## src/rtl/sram_axi_bridge_if.sv

```systemverilog
// Bundles the bridge's upstream SRAM-like cache port and its AXI3 master
// channels. The master modport is the bridge's side. The slave modport is the
// environment's side: the cache upstream plus the AXI slave downstream.
interface sram_axi_bridge_if;
  // upstream SRAM-like port
  logic        req;
  logic        wr;
  logic [1:0]  size;
  logic [31:0] addr;
  logic [31:0] wdata;
  logic [31:0] rdata;
  logic        addr_ok;
  logic        data_ok;
  // AR channel
  logic [31:0] araddr;
  logic [2:0]  arsize;
  logic [3:0]  arlen;
  logic [1:0]  arburst;
  logic [3:0]  arid;
  logic        arvalid;
  logic        arready;
  // R channel
  logic [31:0] rdata_i;
  logic [1:0]  rresp;
  logic        rlast;
  logic [3:0]  rid;
  logic        rvalid;
  logic        rready;
  // AW channel
  logic [31:0] awaddr;
  logic [2:0]  awsize;
  logic [3:0]  awlen;
  logic [1:0]  awburst;
  logic [3:0]  awid;
  logic        awvalid;
  logic        awready;
  // W channel
  logic [31:0] wdata_o;
  logic [3:0]  wstrb;
  logic        wlast;
  logic [3:0]  wid;
  logic        wvalid;
  logic        wready;
  // B channel
  logic [1:0]  bresp;
  logic [3:0]  bid;
  logic        bvalid;
  logic        bready;

  modport master (
    input  req, wr, size, addr, wdata,
    output rdata, addr_ok, data_ok,
    output araddr, arsize, arlen, arburst, arid, arvalid,
    input  arready,
    input  rdata_i, rresp, rlast, rid, rvalid,
    output rready,
    output awaddr, awsize, awlen, awburst, awid, awvalid,
    input  awready,
    output wdata_o, wstrb, wlast, wid, wvalid,
    input  wready,
    input  bresp, bid, bvalid,
    output bready
  );

  modport slave (
    output req, wr, size, addr, wdata,
    input  rdata, addr_ok, data_ok,
    input  araddr, arsize, arlen, arburst, arid, arvalid,
    output arready,
    output rdata_i, rresp, rlast, rid, rvalid,
    input  rready,
    input  awaddr, awsize, awlen, awburst, awid, awvalid,
    output awready,
    input  wdata_o, wstrb, wlast, wid, wvalid,
    output wready,
    output bresp, bid, bvalid,
    input  bready
  );
endinterface

```

## src/rtl/sram_axi_bridge.sv

```systemverilog
// Single-outstanding bridge from the data cache's SRAM-like miss/write-back
// port to a single-beat AXI3 master. One request is latched in IDLE and
// carried through AR/R or AW+W/B before the next request is accepted.
//
// state | meaning
// IDLE  | waiting for req; addr_ok mirrors req
// AR    | read address presented, waiting for arready
// R     | rready high, waiting for the single read beat
// AW_W  | address and data presented, each retired on its own handshake
// B     | bready high, waiting for the write response
module sram_axi_bridge #(
  parameter logic [3:0] AXI_ID = 4'd1
) (
  input logic            clk,
  input logic            rst,
  sram_axi_bridge_if.master bus
);

  typedef enum logic [2:0] {S_IDLE, S_AR, S_R, S_AW_W, S_B} state_t;

  state_t      r_state;
  logic        r_arvalid, r_rready, r_awvalid, r_wvalid, r_bready;
  logic        r_aw_done, r_w_done;
  logic [1:0]  r_size;
  logic [31:0] r_addr, r_wdata;

  logic        w_aw_hs, w_w_hs, w_aw_fin, w_w_fin;
  logic [3:0]  w_wstrb;
  logic        w_unused;

  // A handshake in the current cycle counts as done, so AW and W landing
  // together (or the later of the two) moves straight on to B.
  assign w_aw_hs  = r_awvalid & bus.awready;
  assign w_w_hs   = r_wvalid & bus.wready;
  assign w_aw_fin = r_aw_done | w_aw_hs;
  assign w_w_fin  = r_w_done | w_w_hs;

  // Response codes and IDs are deliberately ignored.
  assign w_unused = ^{bus.rresp, bus.rlast, bus.rid, bus.bresp, bus.bid};

  // Main sequencer: latches the request and owns every valid/ready output.
  always_ff @(posedge clk or posedge rst) begin
    if (rst) begin
      r_state   <= S_IDLE;
      r_arvalid <= 1'b0;
      r_rready  <= 1'b0;
      r_awvalid <= 1'b0;
      r_wvalid  <= 1'b0;
      r_bready  <= 1'b0;
      r_aw_done <= 1'b0;
      r_w_done  <= 1'b0;
      r_size    <= 2'd0;
      r_addr    <= 32'd0;
      r_wdata   <= 32'd0;
    end else begin
      case (r_state)
        S_IDLE: begin
          if (bus.req) begin
            r_size  <= bus.size;
            r_addr  <= bus.addr;
            r_wdata <= bus.wdata;
            if (bus.wr) begin
              r_state   <= S_AW_W;
              r_awvalid <= 1'b1;
              r_wvalid  <= 1'b1;
            end else begin
              r_state   <= S_AR;
              r_arvalid <= 1'b1;
            end
          end
        end
        S_AR: begin
          if (bus.arready) begin
            r_arvalid <= 1'b0;
            r_rready  <= 1'b1;
            r_state   <= S_R;
          end
        end
        S_R: begin
          if (bus.rvalid) begin
            r_rready <= 1'b0;
            r_state  <= S_IDLE;
          end
        end
        S_AW_W: begin
          if (w_aw_hs) begin
            r_awvalid <= 1'b0;
            r_aw_done <= 1'b1;
          end
          if (w_w_hs) begin
            r_wvalid <= 1'b0;
            r_w_done <= 1'b1;
          end
          if (w_aw_fin && w_w_fin) begin
            r_aw_done <= 1'b0;
            r_w_done  <= 1'b0;
            r_bready  <= 1'b1;
            r_state   <= S_B;
          end
        end
        S_B: begin
          if (bus.bvalid) begin
            r_bready <= 1'b0;
            r_state  <= S_IDLE;
          end
        end
        default: r_state <= S_IDLE;
      endcase
    end
  end

  // Byte-lane strobes from the latched size and low address bits.
  always_comb begin
    case (r_size)
      2'd0:    w_wstrb = 4'b0001 << r_addr[1:0];
      2'd1:    w_wstrb = 4'b0011 << r_addr[1:0];
      default: w_wstrb = 4'b1111;
    endcase
  end

  assign bus.addr_ok = (r_state == S_IDLE) & bus.req;
  assign bus.data_ok = ((r_state == S_R) & bus.rvalid) |
                       ((r_state == S_B) & bus.bvalid);
  assign bus.rdata   = bus.rdata_i;

  assign bus.araddr  = r_addr;
  assign bus.arsize  = {1'b0, r_size};
  assign bus.arlen   = 4'd0;
  assign bus.arburst = 2'b01;
  assign bus.arid    = AXI_ID;
  assign bus.arvalid = r_arvalid;
  assign bus.rready  = r_rready;

  assign bus.awaddr  = r_addr;
  assign bus.awsize  = {1'b0, r_size};
  assign bus.awlen   = 4'd0;
  assign bus.awburst = 2'b01;
  assign bus.awid    = AXI_ID;
  assign bus.awvalid = r_awvalid;

  assign bus.wdata_o = r_wdata;
  assign bus.wstrb   = w_wstrb;
  assign bus.wlast   = 1'b1;
  assign bus.wid     = AXI_ID;
  assign bus.wvalid  = r_wvalid;
  assign bus.bready  = r_bready;

endmodule

```

## src/flat_wrapper.sv

```systemverilog
// flat-port wrapper written by rule: the top's interface ports become plain ports
module sram_axi_bridge_flat 
#(
  parameter logic [3:0] AXI_ID = 4'd1
)
  (clk, rst, bus_req, bus_wr, bus_size, bus_addr, bus_wdata, bus_rdata, bus_addr_ok, bus_data_ok, bus_araddr, bus_arsize, bus_arlen, bus_arburst, bus_arid, bus_arvalid, bus_arready, bus_rdata_i, bus_rresp, bus_rlast, bus_rid, bus_rvalid, bus_rready, bus_awaddr, bus_awsize, bus_awlen, bus_awburst, bus_awid, bus_awvalid, bus_awready, bus_wdata_o, bus_wstrb, bus_wlast, bus_wid, bus_wvalid, bus_wready, bus_bresp, bus_bid, bus_bvalid, bus_bready);
  sram_axi_bridge_if bus_i ();
  input logic clk;
  input logic rst;
  input wire logic [$bits(bus_i.req)-1:0] bus_req;
  input wire logic [$bits(bus_i.wr)-1:0] bus_wr;
  input wire logic [$bits(bus_i.size)-1:0] bus_size;
  input wire logic [$bits(bus_i.addr)-1:0] bus_addr;
  input wire logic [$bits(bus_i.wdata)-1:0] bus_wdata;
  output wire logic [$bits(bus_i.rdata)-1:0] bus_rdata;
  output wire logic [$bits(bus_i.addr_ok)-1:0] bus_addr_ok;
  output wire logic [$bits(bus_i.data_ok)-1:0] bus_data_ok;
  output wire logic [$bits(bus_i.araddr)-1:0] bus_araddr;
  output wire logic [$bits(bus_i.arsize)-1:0] bus_arsize;
  output wire logic [$bits(bus_i.arlen)-1:0] bus_arlen;
  output wire logic [$bits(bus_i.arburst)-1:0] bus_arburst;
  output wire logic [$bits(bus_i.arid)-1:0] bus_arid;
  output wire logic [$bits(bus_i.arvalid)-1:0] bus_arvalid;
  input wire logic [$bits(bus_i.arready)-1:0] bus_arready;
  input wire logic [$bits(bus_i.rdata_i)-1:0] bus_rdata_i;
  input wire logic [$bits(bus_i.rresp)-1:0] bus_rresp;
  input wire logic [$bits(bus_i.rlast)-1:0] bus_rlast;
  input wire logic [$bits(bus_i.rid)-1:0] bus_rid;
  input wire logic [$bits(bus_i.rvalid)-1:0] bus_rvalid;
  output wire logic [$bits(bus_i.rready)-1:0] bus_rready;
  output wire logic [$bits(bus_i.awaddr)-1:0] bus_awaddr;
  output wire logic [$bits(bus_i.awsize)-1:0] bus_awsize;
  output wire logic [$bits(bus_i.awlen)-1:0] bus_awlen;
  output wire logic [$bits(bus_i.awburst)-1:0] bus_awburst;
  output wire logic [$bits(bus_i.awid)-1:0] bus_awid;
  output wire logic [$bits(bus_i.awvalid)-1:0] bus_awvalid;
  input wire logic [$bits(bus_i.awready)-1:0] bus_awready;
  output wire logic [$bits(bus_i.wdata_o)-1:0] bus_wdata_o;
  output wire logic [$bits(bus_i.wstrb)-1:0] bus_wstrb;
  output wire logic [$bits(bus_i.wlast)-1:0] bus_wlast;
  output wire logic [$bits(bus_i.wid)-1:0] bus_wid;
  output wire logic [$bits(bus_i.wvalid)-1:0] bus_wvalid;
  input wire logic [$bits(bus_i.wready)-1:0] bus_wready;
  input wire logic [$bits(bus_i.bresp)-1:0] bus_bresp;
  input wire logic [$bits(bus_i.bid)-1:0] bus_bid;
  input wire logic [$bits(bus_i.bvalid)-1:0] bus_bvalid;
  output wire logic [$bits(bus_i.bready)-1:0] bus_bready;
  assign bus_i.req = bus_req;
  assign bus_i.wr = bus_wr;
  assign bus_i.size = bus_size;
  assign bus_i.addr = bus_addr;
  assign bus_i.wdata = bus_wdata;
  assign bus_rdata = bus_i.rdata;
  assign bus_addr_ok = bus_i.addr_ok;
  assign bus_data_ok = bus_i.data_ok;
  assign bus_araddr = bus_i.araddr;
  assign bus_arsize = bus_i.arsize;
  assign bus_arlen = bus_i.arlen;
  assign bus_arburst = bus_i.arburst;
  assign bus_arid = bus_i.arid;
  assign bus_arvalid = bus_i.arvalid;
  assign bus_i.arready = bus_arready;
  assign bus_i.rdata_i = bus_rdata_i;
  assign bus_i.rresp = bus_rresp;
  assign bus_i.rlast = bus_rlast;
  assign bus_i.rid = bus_rid;
  assign bus_i.rvalid = bus_rvalid;
  assign bus_rready = bus_i.rready;
  assign bus_awaddr = bus_i.awaddr;
  assign bus_awsize = bus_i.awsize;
  assign bus_awlen = bus_i.awlen;
  assign bus_awburst = bus_i.awburst;
  assign bus_awid = bus_i.awid;
  assign bus_awvalid = bus_i.awvalid;
  assign bus_i.awready = bus_awready;
  assign bus_wdata_o = bus_i.wdata_o;
  assign bus_wstrb = bus_i.wstrb;
  assign bus_wlast = bus_i.wlast;
  assign bus_wid = bus_i.wid;
  assign bus_wvalid = bus_i.wvalid;
  assign bus_i.wready = bus_wready;
  assign bus_i.bresp = bus_bresp;
  assign bus_i.bid = bus_bid;
  assign bus_i.bvalid = bus_bvalid;
  assign bus_bready = bus_i.bready;
  sram_axi_bridge #(.AXI_ID(AXI_ID)) u_core (.clk(clk), .rst(rst), .bus(bus_i));
endmodule
```

## config.mk

```make
export PLATFORM = sky130hd
export DESIGN_NAME = sram_axi_bridge_flat
export DESIGN_NICKNAME = d
export VERILOG_FILES = /design/src/rtl/sram_axi_bridge_if.sv /design/src/rtl/sram_axi_bridge.sv /design/src/flat_wrapper.sv
export SDC_FILE = /design/constraint.sdc
export NUM_CORES = 1
export LEC_CHECK = 0
export BUFFER_PORTS_ARGS = -buffer_cell sky130_fd_sc_hd__buf_2
export CORE_AREA = 2 2 112 114
export DETAILED_ROUTE_END_ITERATION = 10
export DIE_AREA = 0 0 114 116
export GPL_TIMING_DRIVEN = 0
export PLACE_DENSITY = 0.66
export SLEW_MARGIN = 40
export SYNTH_ARGS = -nofsm -noshare
export SYNTH_HDL_FRONTEND = slang
export SYNTH_SLANG_ARGS = --single-unit
```

## constraint.sdc

```tcl
create_clock -name clk -period 3.3 [get_ports clk]
set_input_delay 0.165 -clock clk [delete_from_list [all_inputs] [get_ports clk]]
set_output_delay 0.165 -clock clk [all_outputs]
set_load 0.01 [all_outputs]
```

==> summary.md, run 1 <==
| Metric | Value |
|---|---|
| Met2 wire length | `roughly 4800 µm` |
| Switching part of the total | `approximately a third` |
| Crit path max-delay cell type | `nor4b_4` |
| Postcts setup bufs | `0` |
| Synth top cells by count | `93 x buf_4, 76 x dfrtp_1, 60 x mux2_2, 9 x a21oi_1, 8 x buf_6` |
| Post-route ant nets | `0` |
| Clock Latency Late Sink | `approximately 0.33 ns` |
| Worst Path Required | `~3.1 ns` |
| Residual DRC count | `0` |
| VDD IR max | `roughly 0.00042 V` |
| Yosys reg bits | `76` |
| Fin crit period | `a little under 2 ns` |
| Share of cells above drive strength 1 | `71.0%` |
| Io pins | `290` |
| Post-synth EDFFs | `0` |
| CTS sink cnt | `76` |
| Ys Warns | `0` |
| Tot Pwr | `5.10 mW` |
| RR Startpoint | `u_core.r_state[1]` |
| Worst-path clk slew | `0.06 ns` |
| Post-cts resize count | `0` |
| Clock Power Share | `approximately 18%` |
| GRT overflow | `0` |
| Post-synthesis sequential area ratio | `50.4%` |
| Post-synthesis cell type count | `28` |
| Slew Viols, Final | `0` |
| # port buffers | `roughly 220` |
| Via/cell ratio | `4.21` |
| Area grow syn2layout | `45.0%` |
| Area leader, netlist | `dfrtp_1` |
| Worst-path cell chain | `buf_6 > nor4b_4 > buf_6 > buf_6 > buf_2` |
| Max layer used | `met4` |
| Leak | `between 2 and 3 nW` |
| Core Rows | `40` |
| Die Footprint | `roughly 0.013 mm²` |
| Yosys top cell area share | `~50%` |
| CTS buffer count | `9` |
| Tcrit/Tclk final | `59.7%` |
| Total negative slack | `0 ns` |
| Post-Place Setup Slack | `~1.5 ns` |
| CP Launch Type | `flip-flop` |
| Crit. End Element | `output port` |
| Total track usage | `a little over an eighth` |
| Comb pwr share | `roughly half` |
| Unrepaired setup endpoints after global routing | `false` |
| Initial Utilization | `31.6%` |
| Hold Path Class | `in -> reg` |
| Final WL | `just over 9000 µm` |
| Bufs on Longest Clock Path | `2` |
| Met3 Routed Length | `929 µm` |
| Post-synth ARST share | `100%` |
| Internal power | `3.31 mW` |
| Total Nets Final | `678` |
| CP peak stage delay | `~0.45 ns` |
| First-pass GRT wire length | `13900 µm` |
| Routed length on met1 | `~3400 µm` |
| DIE HEIGHT | `approximately 120 µm` |
| Initial antenna violation count | `0` |
| Critical path class | `reg -> out` |
| DR vias | `~3000` |
| Mapped Area | `roughly 0.0038 mm²` |
| Count leader, synth | `buf_4` |
| Vias in the first global route | `2869` |
| Max Clock Freq | `just over 500 MHz` |
| Top Family by Delay on Critical Path | `buffers and inverters` |
| Pre-Repair DR Iteration Count | `4` |
| Flop pwr share | `roughly 34%` |
| Global placement routability congestion | `just under 0.8` |
| Cell mode on critical path | `buf_6` |
| ANT cells | `0` |
| HPWL Detailed | `~7400 µm` |
| CTS tree | `yes` |
| Syn Inst Count | `302` |
| Core area | `~0.012 mm²` |
| Root buffer cell | `clkbuf_16` |
| R2r setup slk | `roughly 1.5 ns` |
| Critical path origin | `u_core.r_state[1]` |
| Power per cell area | `933 mW/mm²` |
| Crit-path max FO | `10` |
| Largest net degree at the start of global routing | `50` |
| Final Hold Fails | `0` |
| Htree depth | `3` |
| Worst Path Buf+Inv | `4` |
| Avg Inst Size Synth | `approximately 12 µm²` |
| Die X | `approximately 110 µm` |
| Crit path DAT | `between 1.5 and 2 ns` |
| Most used flip-flop cell after synthesis | `dfrtp_1` |
| DR iter-0 viols | `74` |
| Hold Path Origin | `bus_awready` |
| Setup WS post-layout | `1.33 ns` |
| Status | `completed` |
| Final clock skew | `about 0.0065 ns` |
| Max cap viols | `0` |
| Largest cells by area after synthesis | `dfrtp_1 50%, buf_4 19%, mux2_2 18%` |
| Setup violations, final | `0` |
| Psw | `roughly 1.8 mW` |
| Cts hold-fix bufs | `1` |
| Per-cell routed wire length | `around 13 µm` |
==> metal layers <==
metal  track usage [%]  vias to the layer above
met4              5.85                        0
met3              4.60                        9
met2              24.3                      160
met5                 0                        -
li1                  -                     1405
met1              14.7                     1414
==> per-stage QoR <==
stage / cells / util (%) / cell area (µm²) / hold slack (ns)
after global routing: 709 / 45.9 / 5470 / 0.0155
after floorplan: 327 / - / 3860 / 0.251
final: 709 / 45.9 / 5470 / 0.0190
after CTS: 709 / 45.9 / 5470 / 0.00504
after detailed placement: 693 / 43.5 / 5180 / 0.142
after global placement: 691 / 43.1 / 5130 / 0.356
==> placed cells by master (no fill, tap or decap), drive strengths merged <==
cell type    synthesis  layout
buf                102     321
dfrtp               76      76
mux2                66      66
conb                 2      27
clkbuf               1      12
a21oi                9       9
nor2                 7       7
o21ai                7       7
nand2                6       6
inv                  4       4
nand2b               3       3
o21bai               3       3
nand3b               3       3
a31oi                2       2
clkinv               0       2
clkinvlp             0       2
nor4b                1       1
o31ai                1       1
o22ai                1       1
o21a                 1       1
a311o                1       1
and3b                1       1
a22oi                1       1
a22o                 1       1
or2                  1       1
nand3                1       1
o2bb2ai              1       1
dlygate4sd3          0       1
==> power groups by stage <==
stage | clock, mW | combinational (mW) | sequential (mW)
6_report | 0.909 | 2.46 | 1.73
5_1_grt | 0.992 | 2.67 | 1.80
4_1_cts | 0.948 | 2.50 | 1.74
3_5_place_dp | 0 | 2.50 | 1.74
3_3_place_gp | 0 | 2.45 | 1.71
2_1_floorplan | 0 | 1.33 | 1.91
==> area by class of cell <==
cell class	instances	area, µm²
fill	1134	6450
clock inverter	4	25.0
inverter	4	20.0
sequential	76	1900
tap	147	184
multi-input combinational	144	1150
timing repair buffer	220	1130
clock buffer	11	253
buffer	103	797
==> worst register-to-register path, cell delays in order, from the launching register on <==
cell and delay (ns):
dfrtp_1 0.37, buf_6 0.14, nor4b_4 0.45, buf_6 0.21
buf_6 0.16, mux2_2 0.35
==> sequential cells by signal (all words and copies together) (netlist names) <==
signal / flops
u_core.bus.araddr: 32
u_core.bus.wdata_o: 32
u_core.r_state: 3
u_core.r_size: 2
u_core.bus.arvalid: 1
u_core.bus.awvalid: 1
u_core.bus.bready: 1
u_core.bus.rready: 1
u_core.bus.wvalid: 1
u_core.r_aw_done: 1
u_core.r_w_done: 1
==> cells by family after synthesis <==
kind of cell | share of synthesized area (%)
AO/OA/AOI/OAI | 4.55
multiplexers | 19.7
buffers and inverters | 21.5
other | 0.199
AND/OR/NAND/NOR | 3.55
flip-flops | 50.4
==> worst paths after layout <==
| kind | endpoint | cells past startpoint |
|---|---|---|
| worst min register to register | u_core.bus.wdata_o[13] | 1 |
| min in group asynchronous | u_core.bus.araddr[2] | 3 |
| worst max-delay path | bus_addr_ok | 5 |
| max in group asynchronous | u_core.r_state[0] | 4 |
| worst min-delay path | u_core.bus.awvalid | 2 |
| worst max register to register | u_core.bus.araddr[15] | 5 |
Power figures use the tool's default switching activity.
==> run 2, diff against run 1 <==
--- a/config.mk
+++ b/config.mk
@@ -5,12 +5,13 @@
 export SDC_FILE = /design/constraint.sdc
 export NUM_CORES = 1
 export LEC_CHECK = 0
+export ABC_AREA = 1
 export BUFFER_PORTS_ARGS = -buffer_cell sky130_fd_sc_hd__buf_2
 export CORE_AREA = 2 2 112 114
 export DETAILED_ROUTE_END_ITERATION = 10
 export DIE_AREA = 0 0 114 116
 export GPL_TIMING_DRIVEN = 0
-export PLACE_DENSITY = 0.66
+export PLACE_DENSITY = 0.68
 export SLEW_MARGIN = 40
 export SYNTH_ARGS = -nofsm -noshare
 export SYNTH_HDL_FRONTEND = slang
==> constraint.sdc (replaced) <==
create_clock -name clk -period 1.6 [get_ports clk]
set_input_delay 0.08 -clock clk [delete_from_list [all_inputs] [get_ports clk]]
set_output_delay 0.08 -clock clk [all_outputs]
set_load 0.01 [all_outputs]
==> summary.md, run 2 <==
| Metric | Value |
|---|---|
| Hold Path Class | `in -> reg` |
| Crit-path max FO | `16 (+6)` |
| GRT overflow | `0 (unchanged)` |
| Crit. End Element | `output port` |
| Slew Viols, Final | `0 (unchanged)` |
| Max cap viols | `0 (unchanged)` |
| Finished Core Util | `51.7% (+5.8 points)` |
| CTS tree | `yes` |
| Post-synthesis sequential area ratio | `50.4% (about the same)` |
| Largest net degree at the start of global routing | `26 (-48%)` |
| Count leader, synth | `nand2_1` |
| Status | `completed` |
| Final Hold Fails | `0 (unchanged)` |
| Pre-Repair DR Iteration Count | `4 (unchanged)` |
| Clock Latency Late Sink | `0.33 ns (about the same)` |
| Ys Warns | `0 (unchanged)` |
| Worst-path clk slew | `0.06 ns (about the same)` |
| DIE HEIGHT | `116 µm (unchanged)` |
| Post-route ant nets | `0 (unchanged)` |
| Crit path DAT | `1.41 ns (-0.40 ns)` |
| Post-synth ARST share | `100% (unchanged)` |
| VDD IR max | `0.000818 V (+95%)` |
| # port buffers | `217 (unchanged)` |
| Area share of fa/ha/maj cells after synthesis | `0% (unchanged)` |
| Most frequent cells in the layout | `222 x buf_2, 217 x nand2_1, 100 x buf_4` |
| Yosys reg bits | `76 (unchanged)` |
| Initial antenna violation count | `0 (unchanged)` |
| Io pins | `290 (unchanged)` |
| Via/cell ratio | `4.14 (-1.7%)` |
| Root buffer cell | `clkbuf_16` |
| Mux share of post-synthesis cell area | `0% (-20 points)` |
| Die X | `114 µm (unchanged)` |
| Total Nets Final | `898 (+32%)` |
| Tcrit/Tclk final | `between 90% and 100%` |
| Largest cells by area after synthesis | `dfrtp_1 50%, nand2_1 22%, buf_4 20%` |
| Setup WS post-layout | `0.114 ns (-1.21 ns)` |
| Synth Area in Simple Gates | `24.7% (+21 points)` |
| Most used flip-flop cell after synthesis | `dfrtp_1` |
| Most common cell after layout, fill and taps aside | `buf_2` |
| Fin crit period | `~1.5 ns` |
| Post-synthesis xor/xnor area fraction | `0% (unchanged)` |
| Critical path class | `reg -> out` |
| Avg Inst Size Synth | `8.28 µm² (-34%)` |
| CTS buffer count | `9 (unchanged)` |
| Yosys top cell area share | `50.4% (about the same)` |
| Core Rows | `40 (unchanged)` |
| Fin cells | `929 (+31%)` |
| Share of cells above drive strength 1 | `44.2% (-27 points)` |
| Setup violations, final | `0 (unchanged)` |
| Residual DRC count | `0 (unchanged)` |
| Total negative slack | `0 ns (unchanged)` |
| Compound-Gate Fraction of Synth Area | `2.32% (-2.2 points)` |
| DR iter-0 viols | `135 (+82%)` |
| Largest family of logic cells by synthesized area | `simple AND/OR/NAND/NOR gates` |
| Power per cell area | `1710 mW/mm² (+83%)` |
| Per-cell routed wire length | `12.0 µm (-8.8%)` |
| Placed Cells | `848 (+22%)` |
| Final hold slack | `0.0195 ns (+0.000569 ns)` |
| Area grow syn2layout | `63.1%` |
| Htree depth | `3 (unchanged)` |
| Vias in the first global route | `3597 (+25%)` |
| Synth top cells by count | `217 x nand2_1, 100 x buf_4, 76 x dfrtp_1, 14 x inv_1, 9 x o21ai_0` |
| Syn Inst Count | `456 (+51%)` |
| Unrepaired setup endpoints after global routing | `false` |
| Final WL | `11200 µm (+20%)` |
| Global placement routability congestion | `0.847 (+8.7%)` |
| Bufs on Longest Clock Path | `2 (unchanged)` |
| Core area | `0.0119 mm² (unchanged)` |
| Leak | `3.66 nW (+27%)` |
| Total track usage | `16.2% (+2.6 points)` |
| Post-synth EDFFs | `0 (unchanged)` |
| Die Footprint | `0.0132 mm² (unchanged)` |
| Initial Utilization | `31.7% (about the same)` |
| Mapped Area | `0.00377 mm² (about the same)` |
| Max Clock Freq | `between 600 and 700 MHz` |
| Post-Place Setup Slack | `0.194 ns (-1.26 ns)` |
| CTS sink cnt | `76 (unchanged)` |
| Area leader, netlist | `dfrtp_1` |
| ANT cells | `0 (unchanged)` |
| HPWL Detailed | `7930 µm (+6.7%)` |
| DR vias | `3848 (+29%)` |
| Worst Path Required | `1.52 ns (-1.61 ns)` |
| Post-synthesis cell type count | `20 (-29%)` |
| First-pass GRT wire length | `16900 µm (+22%)` |
| CP Launch Type | `flip-flop` |
| Final clock skew | `0.00755 ns (+0.00109 ns)` |
==> run 2: changes by cell type after synthesis, moves of 6 or more <==
cell and change:
nand2_1 +211, mux2_2 -60, mux2_1 -6, buf_4 +7, buf_6 -8, inv_1 +10
nand3_1 +7
==> run 2: what timing repair did <==
| item | in CTS | in global routing |
|---|---|---|
| endpoints found under the hold margin | 119 | 0 |
| endpoints found under the setup margin | 1 | 4 |
| setup buffers | 0 | 0 |
| resized for setup | 1 | 3 |
| hold buffers | 67 | 0 |
==> run 2: path summary, 6_finish.rpt <==
kind | cells past startpoint | startpoint | slack, ns | endpoint
worst max-delay path | 4 | u_core.r_state[1] | 0.11 | bus_addr_ok
worst min-delay path | 3 | bus_arready | 0.02 | u_core.bus.rready
worst max register to register | 6 | u_core.r_state[1] | 0.20 | u_core.bus.araddr[29]
worst min register to register | 2 | u_core.bus.wdata_o[28] | 0.48 | u_core.bus.wdata_o[28]
max in group asynchronous | 5 | rst | 0.77 | u_core.r_w_done
min in group asynchronous | 3 | rst | 0.25 | u_core.bus.araddr[18]
==> run 2: cells by family after synthesis <==
family / Yosys count
simple gates: 239
compound gates: 16
other cells: 2
buf+inv: 123
flops: 76
==> run 2: report_power, final <==
part / leakage, nW / internal (mW) / switching (mW)
Sequential: 0.938 / 2.85 / 0.672
Clock: 0.135 / 1.12 / 0.737
Combinational: 2.59 / 2.38 / 2.76
==> run 2: metal layers <==
metal  GRT usage [%]  wire (µm)  vias to the layer above
met4            6.91        187                        0
met3            3.71        855                       14
met5               0          0                        -
li1                -          -                     1917
met1            19.0       4630                     1741
met2            28.4       5480                      176
==> run 2: per-stage QoR <==
step	total power, mW	instance area (µm²)
2_1_floorplan	6.51	3870
3_3_place_gp	8.44	5140
3_5_place_dp	8.56	5210
4_1_cts	10.6	6150
5_1_grt	11.4	6150
6_report	10.5	6150
==> run 2: worst max-delay path: stages (launching register included) <==
cell and delay (ns):
dfrtp_1 0.47, nor2_4 0.16, nand3_2 0.12, clkinv_4 0.16
buf_2 0.16
==> run 2: final cells by class <==
class / instances / area [µm²]
tap: 147 / 184
timing repair buffer: 287 / 1820
fill: 1080 / 5760
inverter: 16 / 68.8
clock inverter: 2 / 10.0
buffer: 106 / 779
multi-input combinational: 282 / 1130
clock buffer: 13 / 260
sequential: 76 / 1900
==> run 3, diff against run 2 <==
--- a/config.mk
+++ b/config.mk
@@ -7,11 +7,11 @@
 export LEC_CHECK = 0
 export ABC_AREA = 1
 export BUFFER_PORTS_ARGS = -buffer_cell sky130_fd_sc_hd__buf_2
-export CORE_AREA = 2 2 112 114
+export CORE_AREA = 2 2 114 116
 export DETAILED_ROUTE_END_ITERATION = 10
-export DIE_AREA = 0 0 114 116
+export DIE_AREA = 0 0 116 118
 export GPL_TIMING_DRIVEN = 0
-export PLACE_DENSITY = 0.68
+export PLACE_DENSITY = 0.66
 export SLEW_MARGIN = 40
 export SYNTH_ARGS = -nofsm -noshare
 export SYNTH_HDL_FRONTEND = slang
==> summary.md, run 3 (synthesis results as in run 2) <==
| Metric | Value |
|---|---|
| DR iter-0 viols | `172 (+27%)` |
| Worst r2r dst | `u_core.bus.wdata_o[30]` |
| Initial antenna violation count | `0 (unchanged)` |
| Setup violations, final | `0 (unchanged)` |
| Crit-path max FO | `16 (unchanged)` |
| CTS sink cnt | `76 (unchanged)` |
| ANT cells | `0 (unchanged)` |
| Total Nets Final | `898 (unchanged)` |
| Area grow syn2layout | `64.7%` |
| VDD IR max | `0.000732 V (-11%)` |
| Hold Path Class | `in -> reg` |
| Total track usage | `15.3% (-0.87 points)` |
| Slew Viols, Final | `0 (unchanged)` |
| Crit. End Element | `output port` |
| Worst Path Required | `1.52 ns (about the same)` |
| Most frequent cells in the layout | `222 x buf_2, 217 x nand2_1, 100 x buf_4` |
| Core area | `0.0124 mm² (+4.2%)` |
| Worst reg2reg path depth | `6 (unchanged)` |
| CTS buffer count | `9 (unchanged)` |
| Hold EP | `u_core.bus.rready` |
| GRT overflow | `0 (unchanged)` |
| Vias in the first global route | `3493 (-2.9%)` |
| Share of cells above drive strength 1 | `44.5% (+0.26 points)` |
| First-pass GRT wire length | `16600 µm (-1.5%)` |
| CP Launch Type | `flip-flop` |
| Fin crit period | `1.49 ns (+0.00102 ns)` |
| # fillers | `1171 (+8.4%)` |
| Tot Pwr | `10.6 mW (+1.2%)` |
| Die X | `116 µm (+1.8%)` |
| Final clock skew | `0.00877 ns (+0.00122 ns)` |
| # port buffers | `217 (unchanged)` |
| Most common cell after layout, fill and taps aside | `buf_2` |
| Clock Latency Late Sink | `0.33 ns (about the same)` |
| Via/cell ratio | `3.98 (-3.9%)` |
| Crit path DAT | `1.41 ns (about the same)` |
| DIE HEIGHT | `118 µm (+1.7%)` |
| Max cap viols | `0 (unchanged)` |
| Total negative slack | `0 ns (unchanged)` |
| Status | `completed` |
| Root buffer cell | `clkbuf_16` |
| Power per cell area | `1710 mW/mm² (+0.25%)` |
| Hold Path Origin | `bus_arready` |
| Global placement routability congestion | `0.842 (-0.60%)` |
| Die Footprint | `0.0137 mm² (+3.5%)` |
| Htree depth | `3 (unchanged)` |
| Tcrit/Tclk final | `92.9% (about the same)` |
| Final Hold Fails | `0 (unchanged)` |
| DR vias | `3799 (-1.3%)` |
| Postcts setup bufs | `0 (unchanged)` |
| Io pins | `290 (unchanged)` |
| Critical path class | `reg -> out` |
| Leak | `3.67 nW (+0.13%)` |
| Unrepaired setup endpoints after global routing | `false` |
| R2r setup slk | `0.19 ns (about the same)` |
| Largest net degree at the start of global routing | `26 (unchanged)` |
| Initial Utilization | `30.4% (-1.3 points)` |
| Core Rows | `41 (+2.5%)` |
| CTS tree | `yes` |
| Bufs on Longest Clock Path | `2 (unchanged)` |
| Residual DRC count | `0 (unchanged)` |
| Per-cell routed wire length | `11.3 µm (-6.1%)` |
| Hold path cells | `3 (unchanged)` |
| Worst-path clk slew | `0.06 ns (about the same)` |
| Pre-Repair DR Iteration Count | `4 (unchanged)` |
| Post-route ant nets | `0 (unchanged)` |
| HPWL Detailed | `7630 µm (-3.7%)` |
| Final WL | `10800 µm (-3.6%)` |
| Max Clock Freq | `673 MHz (about the same)` |
| RR Startpoint | `u_core.r_state[1]` |
[run 3: changes by cell type in the layout (fill, tap and decap cells not counted), sizes merged]
cell / delta
bufinv: +1
clkbuf: -2
clkinv: -1
clkinvlp: +2
[run 3: worst max-delay path by stage]
stage / start / end / slack, ns / cells after the start
floorplan: u_core.r_state[1] / u_core.bus.araddr[0] / 0.42 / 6
global placement: rst / u_core.bus.araddr[15] / 0.07 / 2
detailed placement: u_core.r_state[1] / bus_addr_ok / 0.18 / 5
CTS: u_core.r_state[1] / bus_addr_ok / 0.03 / 4
global route: u_core.r_state[1] / bus_addr_ok / 0.006 / 4
finish: u_core.r_state[1] / bus_addr_ok / 0.11 / 4
[run 3: layout make-up]
type                    instances  area (µm²)  area share [%]
clock inverters                 4        50.0           0.805
clock buffers                  11         243            3.91
well taps                     172         215            3.46
repair buffers                287        1830            29.5
plain buffers                 106         779            12.5
multi-input cells             282        1120            18.1
inverters                      16        68.8            1.11
flip-flops and latches         76        1900            30.6
[run 3: per-layer routing]
layer  track usage, %  share of wire, %  vias up
met5                0                 0        -
met1             17.7                40     1696
li1                 -                 -     1905
met3             3.86               8.3       18
met4             5.73               2.0        0
met2             26.8                49      180
[run 3: power breakdown]
group | total (mW) | leakage [nW] | switching (mW) | internal, mW
clock | 2.01 | 0.138 | 0.767 | 1.24
combinational | 5.12 | 2.59 | 2.74 | 2.38
sequential | 3.52 | 0.938 | 0.670 | 2.85
total | 10.6 | 3.67 | 4.18 | 6.47
[run 3: repair_timing]
item,in CTS,in global routing
setup endpoints to repair,1,2
resized for setup,1,3
hold buffers,67,0
endpoints found under the hold margin,80,0
[run 3: per-stage QoR]
stage / area [µm²] / cells / setup slack, ns / utilization, % / hold WS (ns)
after global placement: 5170 / 870 / 0.0673 / 41.7 / 0.273
after CTS: 6210 / 954 / 0.0286 / 50.0 / 0.00513
after floorplan: 3870 / 481 / 0.416 / - / 0.190
final: 6210 / 954 / 0.113 / 50.1 / 0.0147
after detailed placement: 5250 / 873 / 0.176 / 42.3 / 0.112
after global routing: 6210 / 954 / 0.00589 / 50.1 / 0.0301
[run 3: critical path: stages (launching register included)]
cell and delay (ns):
dfrtp_1 0.46, nor2_2 0.17, nand3_2 0.13, clkinv_4 0.16, buf_2 0.15
